### src/rtl/game_pkg.sv
// Shared types and constants for the turret/bullet game blocks.
package game_pkg;

    typedef logic [9:0] coord_t;

    typedef enum logic [1:0] {
        IDLE = 2'd0,
        FLY  = 2'd1,
        COOL = 2'd2
    } bullet_state_t;

    localparam coord_t SCREEN_X_MAX = 10'd639;
    localparam coord_t SCREEN_Y_MAX = 10'd479;

    localparam logic [7:0] KEY_SPACE = 8'h2C;
    localparam logic [7:0] KEY_UP    = 8'h52;
    localparam logic [7:0] KEY_DOWN  = 8'h51;

endpackage

### src/rtl/key_edge_detect.sv
// Rising-edge detector for one keycode; fires once per press, re-arms on release.
module key_edge_detect
    import game_pkg::*;
#(
    parameter logic [7:0] FIRE_KEY = KEY_SPACE
) (
    input  logic       Clk,
    input  logic       Reset,
    input  logic [7:0] keycode,
    output logic       fire_edge
);

    logic key_hit;
    logic key_prev;

    assign key_hit = (keycode == FIRE_KEY);

    always_ff @(posedge Clk or negedge Reset) begin
        if (!Reset) key_prev <= 1'b0;
        else        key_prev <= key_hit;
    end

    assign fire_edge = key_hit && !key_prev;

endmodule

### src/rtl/turret_bullet_ctrl.sv
// Single-bullet launcher for one turret: launch on fire edge, step per frame,
// end on hit or off-screen, then cool down before the next shot.
module turret_bullet_ctrl
    import game_pkg::*;
#(
    parameter logic [7:0] FIRE_KEY        = KEY_SPACE,
    parameter coord_t     X_MAX           = SCREEN_X_MAX,
    parameter coord_t     Y_MAX           = SCREEN_Y_MAX,
    parameter int         COOLDOWN_FRAMES = 8
) (
    input  logic       Clk,
    input  logic       Reset,
    input  logic       frame_tick,
    input  logic [7:0] keycode,
    input  coord_t     aim_motion_x,
    input  coord_t     aim_motion_y,
    input  coord_t     aim_pos_x,
    input  coord_t     aim_pos_y,
    input  logic       hit,
    output logic       bullet_active,
    output coord_t     bullet_x,
    output coord_t     bullet_y,
    output logic       hit_pulse,
    output logic       miss_pulse,
    output logic       ready,
    output logic [7:0] shots_fired
);

    localparam logic [7:0] CD_INIT = 8'(COOLDOWN_FRAMES);

    bullet_state_t state, state_nxt;
    coord_t        mot_x, mot_y;
    logic [7:0]    cd_cnt;
    logic          fire_edge;
    logic          launch, step, end_hit, end_miss, off_screen;

    key_edge_detect #(.FIRE_KEY(FIRE_KEY)) u_key (
        .Clk       (Clk),
        .Reset     (Reset),
        .keycode   (keycode),
        .fire_edge (fire_edge)
    );

    // Unsigned compare: a coordinate stepped below zero wraps high and counts as off-screen.
    assign off_screen = (bullet_x > X_MAX) || (bullet_y > Y_MAX);

    always_ff @(posedge Clk or negedge Reset) begin
        if (!Reset) state <= IDLE;
        else        state <= state_nxt;
    end

    always_comb begin
        state_nxt = state;
        launch    = 1'b0;
        step      = 1'b0;
        end_hit   = 1'b0;
        end_miss  = 1'b0;
        case (state)
            IDLE: if (fire_edge) begin
                launch    = 1'b1;
                state_nxt = FLY;
            end
            FLY: begin
                if (hit) begin
                    end_hit   = 1'b1;
                    state_nxt = COOL;
                end else if (off_screen) begin
                    end_miss  = 1'b1;
                    state_nxt = COOL;
                end else if (frame_tick) begin
                    step = 1'b1;
                end
            end
            COOL: if (frame_tick && cd_cnt <= 8'd1) state_nxt = IDLE;
            default: state_nxt = IDLE;
        endcase
    end

    always_comb begin
        ready = (state == IDLE);
    end

    always_ff @(posedge Clk or negedge Reset) begin
        if (!Reset) begin
            bullet_active <= 1'b0;
            bullet_x      <= '0;
            bullet_y      <= '0;
            mot_x         <= '0;
            mot_y         <= '0;
            cd_cnt        <= '0;
            hit_pulse     <= 1'b0;
            miss_pulse    <= 1'b0;
            shots_fired   <= '0;
        end else begin
            bullet_active <= (state_nxt == FLY);
            hit_pulse     <= end_hit;
            miss_pulse    <= end_miss;
            if (launch) begin
                bullet_x <= aim_pos_x;
                bullet_y <= aim_pos_y;
                mot_x    <= aim_motion_x;
                mot_y    <= aim_motion_y;
                if (shots_fired != 8'hFF) shots_fired <= shots_fired + 8'd1;
            end else if (step) begin
                bullet_x <= bullet_x + mot_x;
                bullet_y <= bullet_y + mot_y;
            end
            if (end_hit || end_miss)
                cd_cnt <= CD_INIT;
            else if (state == COOL && frame_tick && cd_cnt != 8'd0)
                cd_cnt <= cd_cnt - 8'd1;
        end
    end

endmodule

### config.mk
export PLATFORM = sky130hd
export DESIGN_NAME = turret_bullet_ctrl
export DESIGN_NICKNAME = d
export VERILOG_FILES = /design/src/rtl/game_pkg.sv /design/src/rtl/key_edge_detect.sv /design/src/rtl/turret_bullet_ctrl.sv
export SDC_FILE = /design/constraint.sdc
export NUM_CORES = 1
export LEC_CHECK = 0
export BUFFER_PORTS_ARGS = -buffer_cell sky130_fd_sc_hd__buf_2
export CAP_MARGIN = 10
export CORE_AREA = 3 3 89 82
export DETAILED_ROUTE_END_ITERATION = 6
export DIE_AREA = 0 0 92 85
export PLACE_DENSITY = 0.82
export RECOVER_POWER = 25
export SLEW_MARGIN = 40
export SYNTH_ARGS = -nofsm -noshare
export SYNTH_HDL_FRONTEND = slang
export SYNTH_HIERARCHICAL = 1
export SYNTH_SLANG_ARGS = --single-unit
### constraint.sdc
create_clock -name Clk -period 3.3 [get_ports Clk]
set_input_delay 0.66 -clock Clk [delete_from_list [all_inputs] [get_ports Clk]]
set_output_delay 0.66 -clock Clk [all_outputs]
set_load 0.1 [all_outputs]
==> results of run 1 <==
[power groups by stage]
| stage | clock (mW) | sequential, mW | combinational (mW) |
|---|---|---|---|
| 6_report | 0.737 | 0.884 | 0.594 |
| 5_1_grt | 0.790 | 0.891 | 0.646 |
| 4_1_cts | 0.756 | 0.884 | 0.603 |
| 3_5_place_dp | 0 | 0.897 | 0.602 |
| 3_3_place_gp | 0 | 0.894 | 0.583 |
| 2_1_floorplan | 0 | 1.12 | 0.229 |
[cells by family after synthesis]
family / count (synthesis) / share of synthesized area (%)
AOI/OAI and AO/OA: 72 / 12.79
muxes: 10 / 2.985
DFF: 62 / 44.07
and+or+nand+nor: 179 / 23.53
adders and majority gates: 24 / 8.955
xor gates and xnor gates: 20 / 4.975
buffers and inverters: 23 / 2.701
[tightest hold or removal path, delay by kind of cell, from the launching register on]
kind	cells	cell delay (ps)
flops	1	340
simple gates	2	110
[stage by stage]
stage	hold slack (ps)	utilization, %	instance area (sq um)	setup slack (ps)
finish	483.4	64.94	4232	1020
global route	500.3	64.94	4232	609.6
CTS	317.7	65.19	4248	1077
detailed placement	470.1	61.89	4033	693.8
global placement	464.2	61.89	4033	812.8
floorplan	364.4	-	3521	240.2
[registers in the layout, summed over array words and instances, names as in the netlist, 2 cells and up]
signal	count
bullet_x	10
bullet_y	10
cd_cnt	8
mot_x	10
mot_y	10
shots_fired	8
state	2
[cell usage after synthesis (all sizes together), types with 2 or more instances]
cell type  count  area (sq um)
nand2         88         330.3
dfrtp         62          1551
nor2          33         123.9
ha            22         275.3
o21ai         21         105.1
a21oi         19         106.4
nand3         13         70.07
inv           11         41.29
xor2          11         96.34
nor3          10         55.05
xnor2          9         78.83
a31oi          7         43.79
clkbuf         7         26.28
a21o           6         45.04
mux2i          6         60.06
nor2b          6         45.04
buf            5         27.53
nand2b         5         31.28
nand4          5         31.28
o21a           5         37.54
and3           4         25.02
mux2           4         45.04
a211oi         2         15.01
and2           2         12.51
and2b          2         15.01
fa             2         40.04
nand4b         2         17.52
o211ai         2         15.01
o22ai          2         12.51
or3            2         12.51
or4            2         15.01
[metal layers]
metal	GRT usage [%]	vias up	part of all wire, %
met3	6.826	11	8.1
met1	27.56	1426	44
met2	36.34	93	47
li1	-	1516	-
met5	0	-	0
met4	7.287	0	1.4
[final timing paths]
| kind | endpoint | cells after the start | slack (ps) |
|---|---|---|---|
| min | mot_y[0] | 2 | 480 |
| max in group asynchronous | bullet_x[3] | 2 | 1040 |
| max | bullet_x[1] | 7 | 1020 |
| max reg2reg | bullet_x[1] | 7 | 1020 |
| min in group asynchronous | mot_y[4] | 1 | 640 |
| min reg2reg | mot_y[0] | 2 | 480 |
[cell type report]
cell class	count	area share, %
clock buffers	12	3.430
clock inverters	4	1.656
inverters	11	0.9758
multi-input cells	305	44.12
flip-flops and latches	62	36.66
well taps	90	2.661
repair buffers	88	10.50
==> reports/metrics.yaml, run 1 <==
timing:
  relSlewSlack_pct: 3.891
  max_freq_mhz: 438.5
  fin_skew_ps: 7.522
  finalCriticalPeriod_ps: 2280
  period_share_pct: 69.10
  finalMaxSlewViolations: 0
  rsz0062_at_grt: "no"
  tns_ps: 0
  hold_viol: 0
  max_slew.worst_pin.slew_ps: 1442
  final-setup-viol-count: 0
placed_design:
  dp_cells: 556
  io_buffer_count: 83
  hpwl_um: 5978
  gp_congestion: 0.8452
layout:
  fin_cells: 572
  fillCellCount: 559
  multi_input_area_sq_um: 1867
  layout-drive-gt1-share_pct: 23.03
  most-common-layout-cells: "nand2_1 (88), buf_2 (82), dfrtp_1 (62)"
  syn2layout_area_growth_pct: 20.18
  ff_latch_area_sq_um: 1551
  final_common_cell: "nand2_1"
  diodes: 0
  fin_nets: 553
yosys:
  synth_fp_nets: 466
  synth_cell_type_count: 52
  ys_ff_latch: 62
  ys_seq_area_share_pct: 44.07
  netlist_area_sq_um: 3521
  netlist_instances: 390
  async_reset_ff_share_pct: 100.0
  yosys_most_used_dff: "dfrtp_1"
  avgSynthCellArea_sq_um: 9.028
  yosysWarnings: 6
  synth_edf_count: 0
global_routing:
  grt_overflow: 0
  grt_max_degree: 45
  grt.total_usage_pct: 21.97
  grt_pass1_vias: 3002
  antenna_found_initial: 0
  grt_pass1_wl_um: 13650
power:
  swShare_pct: 35.27
  intPower_mw: 1.434
  ir_drop_mv: 0.2966
  leakage_nw: 2.281
  p_sw_uw: 781.1
  p_seq_share_pct: 39.9
  power.total_mw: 2.215
  p_clk_share_pct: 33.3
  combPwrFrac_pct: 26.8
  power.density_nw_per_um2: 523.4
job:
  cap_violations: 0
clock_tree:
  h-tree-depth: 3
  numCtsBuffers: 9
  path_clk_slew_ps: 70
  postCtsHoldBufs: 0
  cts_sinks: 62
  clockRootBuffer: "clkbuf_8"
  cts_buffer_depth: 2
  cts_resized: 0
  cts_tree: "yes"
  clk_latency_ps: 340
  post-cts-setup-buffers: 0
critical_path:
  start_kind: "flop"
  crit_required_ps: 3530
  crit_start: "bullet_x[7]"
  crit_chain: "o21ai_0, nor2b_1, nand3_1, buf_4, nand2_1, o21ai_1, mux2_2"
  critPathMaxFanout: 16
  slowest_delay_ps: 450
  cp.arrival_ps: 2510
  r2r-start: "bullet_x[7]"
  crit_type: "flop to flop"
  critPathBufInv: 1
  cpMaxStageDelayCell: "nand3_1"
  cp-end-kind: "flop"
  crit_family: "simple AND/OR/NAND/NOR gates"
status:
  run_status: "complete, no violations"
floorplan:
  start_util_pct: 54.03
  core_sq_um: 6516
  die_area_sq_um: 7820
  die_h_um: 85
  ioPinCount: 84
  die_width_um: 92
  rows: 28
drt:
  via_per_inst: 5.325
  drc_errors: 0
  drt_iter0_markers: 155
  postRouteAntennaNets: 0
  dr.pass1.iters: 4
  routed_wl_um: 8144
  wl_per_cell_um: 14.24
  vias: 3046
min_path:
  hold_class: "flop to flop"
  hold_path_startpoint: "mot_y[0]"
No activity file was read; power rests on OpenSTA's default activity.
==> inputs of run 2 (changes only) <==
--- a/config.mk
+++ b/config.mk
@@ -5,12 +5,13 @@
 export SDC_FILE = /design/constraint.sdc
 export NUM_CORES = 1
 export LEC_CHECK = 0
+export ABC_AREA = 1
 export BUFFER_PORTS_ARGS = -buffer_cell sky130_fd_sc_hd__buf_2
 export CAP_MARGIN = 10
-export CORE_AREA = 3 3 89 82
+export CORE_AREA = 3 3 98 91
 export DETAILED_ROUTE_END_ITERATION = 6
-export DIE_AREA = 0 0 92 85
-export PLACE_DENSITY = 0.82
+export DIE_AREA = 0 0 101 94
+export PLACE_DENSITY = 0.78
 export RECOVER_POWER = 25
 export SLEW_MARGIN = 40
 export SYNTH_ARGS = -nofsm -noshare
==> constraint.sdc (replaced) <==
create_clock -name Clk -period 1.9 [get_ports Clk]
set_input_delay 0.38 -clock Clk [delete_from_list [all_inputs] [get_ports Clk]]
set_output_delay 0.38 -clock Clk [all_outputs]
set_load 0.1 [all_outputs]
==> reports/metrics.yaml, run 2 <==
global_routing:
  antenna_found_initial: 0
  grt_pass1_wl_um: 16280
  grt_overflow: 0
  grt.total_usage_pct: 21.41
  grt_pass1_vias: 3731
  grt_max_degree: 63
drt:
  vias: 3717
  drt_iter0_markers: 176
  postRouteAntennaNets: 0
  wl_per_cell_um: 13.15
  dr.pass1.iters: 4
  drc_errors: 0
  routed_wl_um: 9531
  via_per_inst: 5.127
timing:
  max_slew.worst_pin.slew_ps: 502.3
  fin_skew_ps: 5.851
  period_share_pct: 92.32
  final-setup-viol-count: 0
  relSlewSlack_pct: 66.74
  finalCriticalPeriod_ps: 1754
  rsz0062_at_grt: "no"
  setup_ws_ps: 146.0
  max_freq_mhz: 570.1
  hold_viol: 0
  tns_ps: 0
  finalMaxSlewViolations: 0
floorplan:
  die_width_um: 101
  die_area_sq_um: 9494
  core_sq_um: 7990
  rows: 31
  start_util_pct: 49.47
  ioPinCount: 84
  die_h_um: 94
layout:
  most-common-layout-cells: "nand2_1 (187), buf_2 (82), nand3_1 (57)"
  diodes: 0
  syn2layout_area_growth_pct: 21.40
  final_common_cell: "nand2_1"
  layout-drive-gt1-share_pct: 24.28
  fin_nets: 697
critical_path:
  cp-end-kind: "flop"
  slowest_delay_ps: 440
  start_kind: "flop"
  reg2regPathDepth: 8
  cp.arrival_ps: 1990
  cpMaxStageDelayCell: "dfrtp_2"
  crit_required_ps: 2140
  crit_chain: "ha_1, nand2_1, nor2_1, nand3_1, nand4_1, nand3_1, nand2_1, nand2_1"
  cp_common_cell: "nand2_1"
  ff2ff_setup_slack_ps: 150
  critPathMaxFanout: 5
  critPathBufInv: 0
  crit_family: "simple AND/OR/NAND/NOR gates"
  crit_type: "flop to flop"
  r2r-start: "bullet_y[5]"
  r2r_end: "bullet_y[9]"
power:
  power.total_mw: 4.541
  ir_drop_mv: 0.5018
  power.density_nw_per_um2: 946.3
  leakage_nw: 2.706
placed_design:
  io_buffer_count: 83
  pre_cts_slack_ps: 112.4
  hpwl_um: 7125
  gp_congestion: 0.9353
min_path:
  hold_class: "input pin to asynchronous set/reset pin"
yosys:
  synthTopCellsByCount: "nand2_1 (187), dfrtp_1 (62), nand3_1 (58)"
  ys_seq_area_share_pct: 39.25
  synth_edf_count: 0
  ys_ff_latch: 62
  synth_fp_nets: 607
  synth_most_common_cell: "nand2_1"
  yosysWarnings: 6
  synth_area_leaders: "dfrtp_1 (39%), nand2_1 (18%), nand3_1 (7.3%)"
  synth_cell_type_count: 37
  async_reset_ff_share_pct: 100.0
  netlist_area_sq_um: 3953
  synth_top_cell_by_area: "dfrtp_1"
  synth_top_area_share_pct: 39.25
  avgSynthCellArea_sq_um: 7.444
  netlist_instances: 531
  yosys_most_used_dff: "dfrtp_1"
job:
  cap_violations: 0
clock_tree:
  clk_latency_ps: 350
  cts_buffer_depth: 2
  numCtsBuffers: 9
  path_clk_slew_ps: 70
  post-cts-setup-buffers: 0
  h-tree-depth: 3
  cts_tree: "yes"
  cts_sinks: 62
  clockRootBuffer: "clkbuf_8"
status:
  run_status: "complete, no violations"
==> run 2: changes by cell type in the layout (fill, tap and decap cells not counted), moves of 12 or more <==
cell	previous run	this run
inv_1	10	51
nand3_1	12	57
dfrtp_2	0	16
dfrtp_1	62	42
o21ai_1	15	3
nand2_1	88	187
==> run 2: worst max-delay path by stage <==
stage | start | to | slack [ps] | depth (start not counted)
CTS | bullet_x[0] | bullet_x[8] | 90 | 11
global placement | bullet_x[0] | bullet_x[8] | 170 | 11
finish | bullet_y[5] | bullet_y[9] | 150 | 8
global route | bullet_x[0] | bullet_x[8] | 20 | 11
floorplan | bullet_x[1] | bullet_x[8] | -30 | 10
detailed placement | bullet_x[0] | bullet_x[8] | 110 | 11
==> run 2: cell type report <==
cell class                      instances  area (sq um)
Clock buffer                           13         168.9
Clock inverter                          3         65.06
Fill cell                             718          3192
Inverter                               55         209.0
Multi-Input combinational cell        400          2131
Sequential cell                        62          1587
Tap cell                               99         123.9
Timing Repair Buffer                   93         514.2
==> run 2: where the power goes <==
group	leakage, nW	internal [mW]	switching [mW]
clock	0.120	0.845	0.519
sequential	0.796	1.51	0.149
combinational	1.79	0.473	1.05
==> run 2: stage by stage <==
stage	area (sq um)	std cells	utilization (%)	hold WS, ps
after CTS	4790	725	59.94	52.95
after detailed placement	4556	709	57.02	422.1
final	4798	725	60.05	75.39
after floorplan	4005	531	-	84.41
after global placement	4556	709	57.02	418.1
after global routing	4798	725	60.05	113.8
==> run 2: cells by family (layout without fill, tap and decap cells) <==
kind of cell,Yosys count,after routing,share of synthesized area (%)
adder cells (fa/ha/maj),24,24,7.977
flip-flops,62,62,39.25
buffers and inverters,69,164,7.534
AND/OR/NAND/NOR,315,315,34.85
XOR/XNOR,18,18,3.989
AO/OA/AOI/OAI,43,43,6.394
==> run 2: timing repair <==
item | 4_1_cts | 5_1_grt
hold buffers | 0 | 0
resized for setup | 0 | 3
endpoints found under the setup margin | 0 | 2
endpoints found under the hold margin | 0 | 0
==> run 2: layer usage <==
| layer | routed length (um) | global-route usage [%] |
|---|---|---|
| met5 | 0 | 0 |
| met4 | 146 | 6.645 |
| met3 | 536 | 4.826 |
| met2 | 4645 | 36.62 |
| met1 | 4203 | 26.87 |
==> inputs of run 3 (changes only) <==
--- a/config.mk
+++ b/config.mk
@@ -11,7 +11,7 @@
 export CORE_AREA = 3 3 98 91
 export DETAILED_ROUTE_END_ITERATION = 6
 export DIE_AREA = 0 0 101 94
-export PLACE_DENSITY = 0.78
+export PLACE_DENSITY = 0.8
 export RECOVER_POWER = 25
 export SLEW_MARGIN = 40
 export SYNTH_ARGS = -nofsm -noshare
==> reports/metrics.yaml, run 3 (synthesized netlist as in run 2, its figures left out) <==
clock_tree:
  numCtsBuffers: 9
  clk_latency_ps: 350
  h-tree-depth: 3
  clockRootBuffer: "clkbuf_8"
  cts_sinks: 62
  cts_buffer_depth: 2
  path_clk_slew_ps: 70
  cts_tree: "yes"
timing:
  hold_viol: 0
  final-setup-viol-count: 0
  max_freq_mhz: 574.2
  max_slew.worst_pin.slew_ps: 1165
  finalCriticalPeriod_ps: 1742
  rsz0062_at_grt: "no"
  fin_skew_ps: 9.527
  period_share_pct: 91.67
  finalMaxSlewViolations: 0
  relSlewSlack_pct: 22.35
drt:
  drc_errors: 0
  dr.pass1.iters: 5
  via_per_inst: 5.076
  drt_iter0_markers: 163
  routed_wl_um: 9481
  vias: 3690
  wl_per_cell_um: 13.04
  postRouteAntennaNets: 0
min_path:
  hold_class: "input pin to flop"
  hold_path_startpoint: "aim_motion_x[4]"
  whs_endpoint: "mot_x[4]"
  hold_depth: 3
critical_path:
  r2r-start: "bullet_y[4]"
  cp-end-kind: "flop"
  critPathMaxFanout: 4
  slowest_delay_ps: 420
  crit_chain: "ha_1, a21oi_1, nor2_1, nor2_1, nand2_1, nand2_1, nand3_1, nand2_1, nand2_1"
  crit_family: "simple AND/OR/NAND/NOR gates"
  start_kind: "flop"
  r2r_end: "bullet_y[7]"
  reg2regPathDepth: 9
  cp_common_cell: "nand2_1"
  cpMaxStageDelayCell: "dfrtp_2"
  crit_required_ps: 2130
  crit_type: "flop to flop"
  critPathBufInv: 0
  cp.arrival_ps: 1970
  ff2ff_setup_slack_ps: 160
global_routing:
  grt_max_degree: 44
  antenna_found_initial: 0
  grt_pass1_wl_um: 16380
  grt.total_usage_pct: 21.53
  grt_pass1_vias: 3678
  grt_overflow: 0
layout:
  diodes: 0
  fillCellCount: 744
  most-common-layout-cells: "nand2_1 (188), buf_2 (82), nand3_1 (57)"
  layout-drive-gt1-share_pct: 24.20
  fin_nets: 699
  syn2layout_area_growth_pct: 21.53
  final_common_cell: "nand2_1"
  fin_cells: 727
power:
  power.density_nw_per_um2: 945.1
  leakage_nw: 2.706
  power.total_mw: 4.540
  ir_drop_mv: 0.4327
floorplan:
  die_area_sq_um: 9494
  die_width_um: 101
  ioPinCount: 84
  die_h_um: 94
  core_sq_um: 7990
  start_util_pct: 49.47
  rows: 31
placed_design:
  io_buffer_count: 83
  dp_cells: 710
  hpwl_um: 7080
  gp_congestion: 0.8708
status:
  run_status: "complete, no violations"
job:
  cap_violations: 0
-- run 3: metal layers --
layer  part of all wire (%)  track usage (%)  wire length (um)
met5                      0                0                 0
met4                    2.0            8.527               185
met3                    6.0            4.306               566
met2                     49            37.77              4687
met1                     43            25.73              4042
-- run 3: what timing repair did --
action | in CTS | in global routing
buffers inserted | 0 | 0
endpoints found under the setup margin | 0 | 3
gates resized for setup | 0 | 5
endpoints found under the hold margin | 5 | 0
hold buffers | 1 | 0
-- run 3: cell type report --
class                   instances  area (sq um)  area share, %
multi-input cells             400          2135          44.44
flip-flops and latches         62          1587          33.03
repair buffers                 95         515.5          10.73
inverters                      55         209.0          4.350
clock buffers                  13         168.9          3.517
well taps                      99         123.9          2.579
clock inverters                 3         65.06          1.355
-- run 3: worst max-delay path by stage --
| stage | start | endpoint | cells past startpoint |
|---|---|---|---|
| 5_1_grt | bullet_y[4] | bullet_y[7] | 9 |
| 3_3_place_gp | bullet_x[0] | bullet_x[8] | 11 |
| 2_1_floorplan | bullet_x[1] | bullet_x[8] | 10 |
| 6_report | bullet_y[4] | bullet_y[7] | 9 |
| 4_1_cts | bullet_x[0] | bullet_x[8] | 11 |
| 3_5_place_dp | bullet_x[0] | bullet_x[8] | 11 |
-- run 3: per-stage QoR --
stage	hold WS (ps)	setup slack (ps)	cell area [sq um]	setup TNS [ps]	util, %
2_1_floorplan	84.41	-31.03	4005	-31.03	-
6_report	231.5	158.3	4803	0	60.12
4_1_cts	218.2	121.0	4795	0	60.01
5_1_grt	217.9	10.34	4803	0	60.12
3_3_place_gp	371.8	173.6	4551	0	56.95
3_5_place_dp	374.1	144.2	4551	0	56.95
-- run 3: power by group --
group / internal, mW / total, mW / switching, mW
combinational: 0.473 / 1.52 / 1.05
sequential: 1.51 / 1.66 / 0.154
clock: 0.845 / 1.36 / 0.512
-- run 3: worst register-to-register path: cells and delay by family, from the launching register on --
| kind | cells | cell delay, ps |
|---|---|---|
| AO/OA/AOI/OAI | 1 | 340 |
| flip-flops | 1 | 420 |
| AND/OR/NAND/NOR | 7 | 530 |
| adder cells (fa/ha/maj) | 1 | 360 |
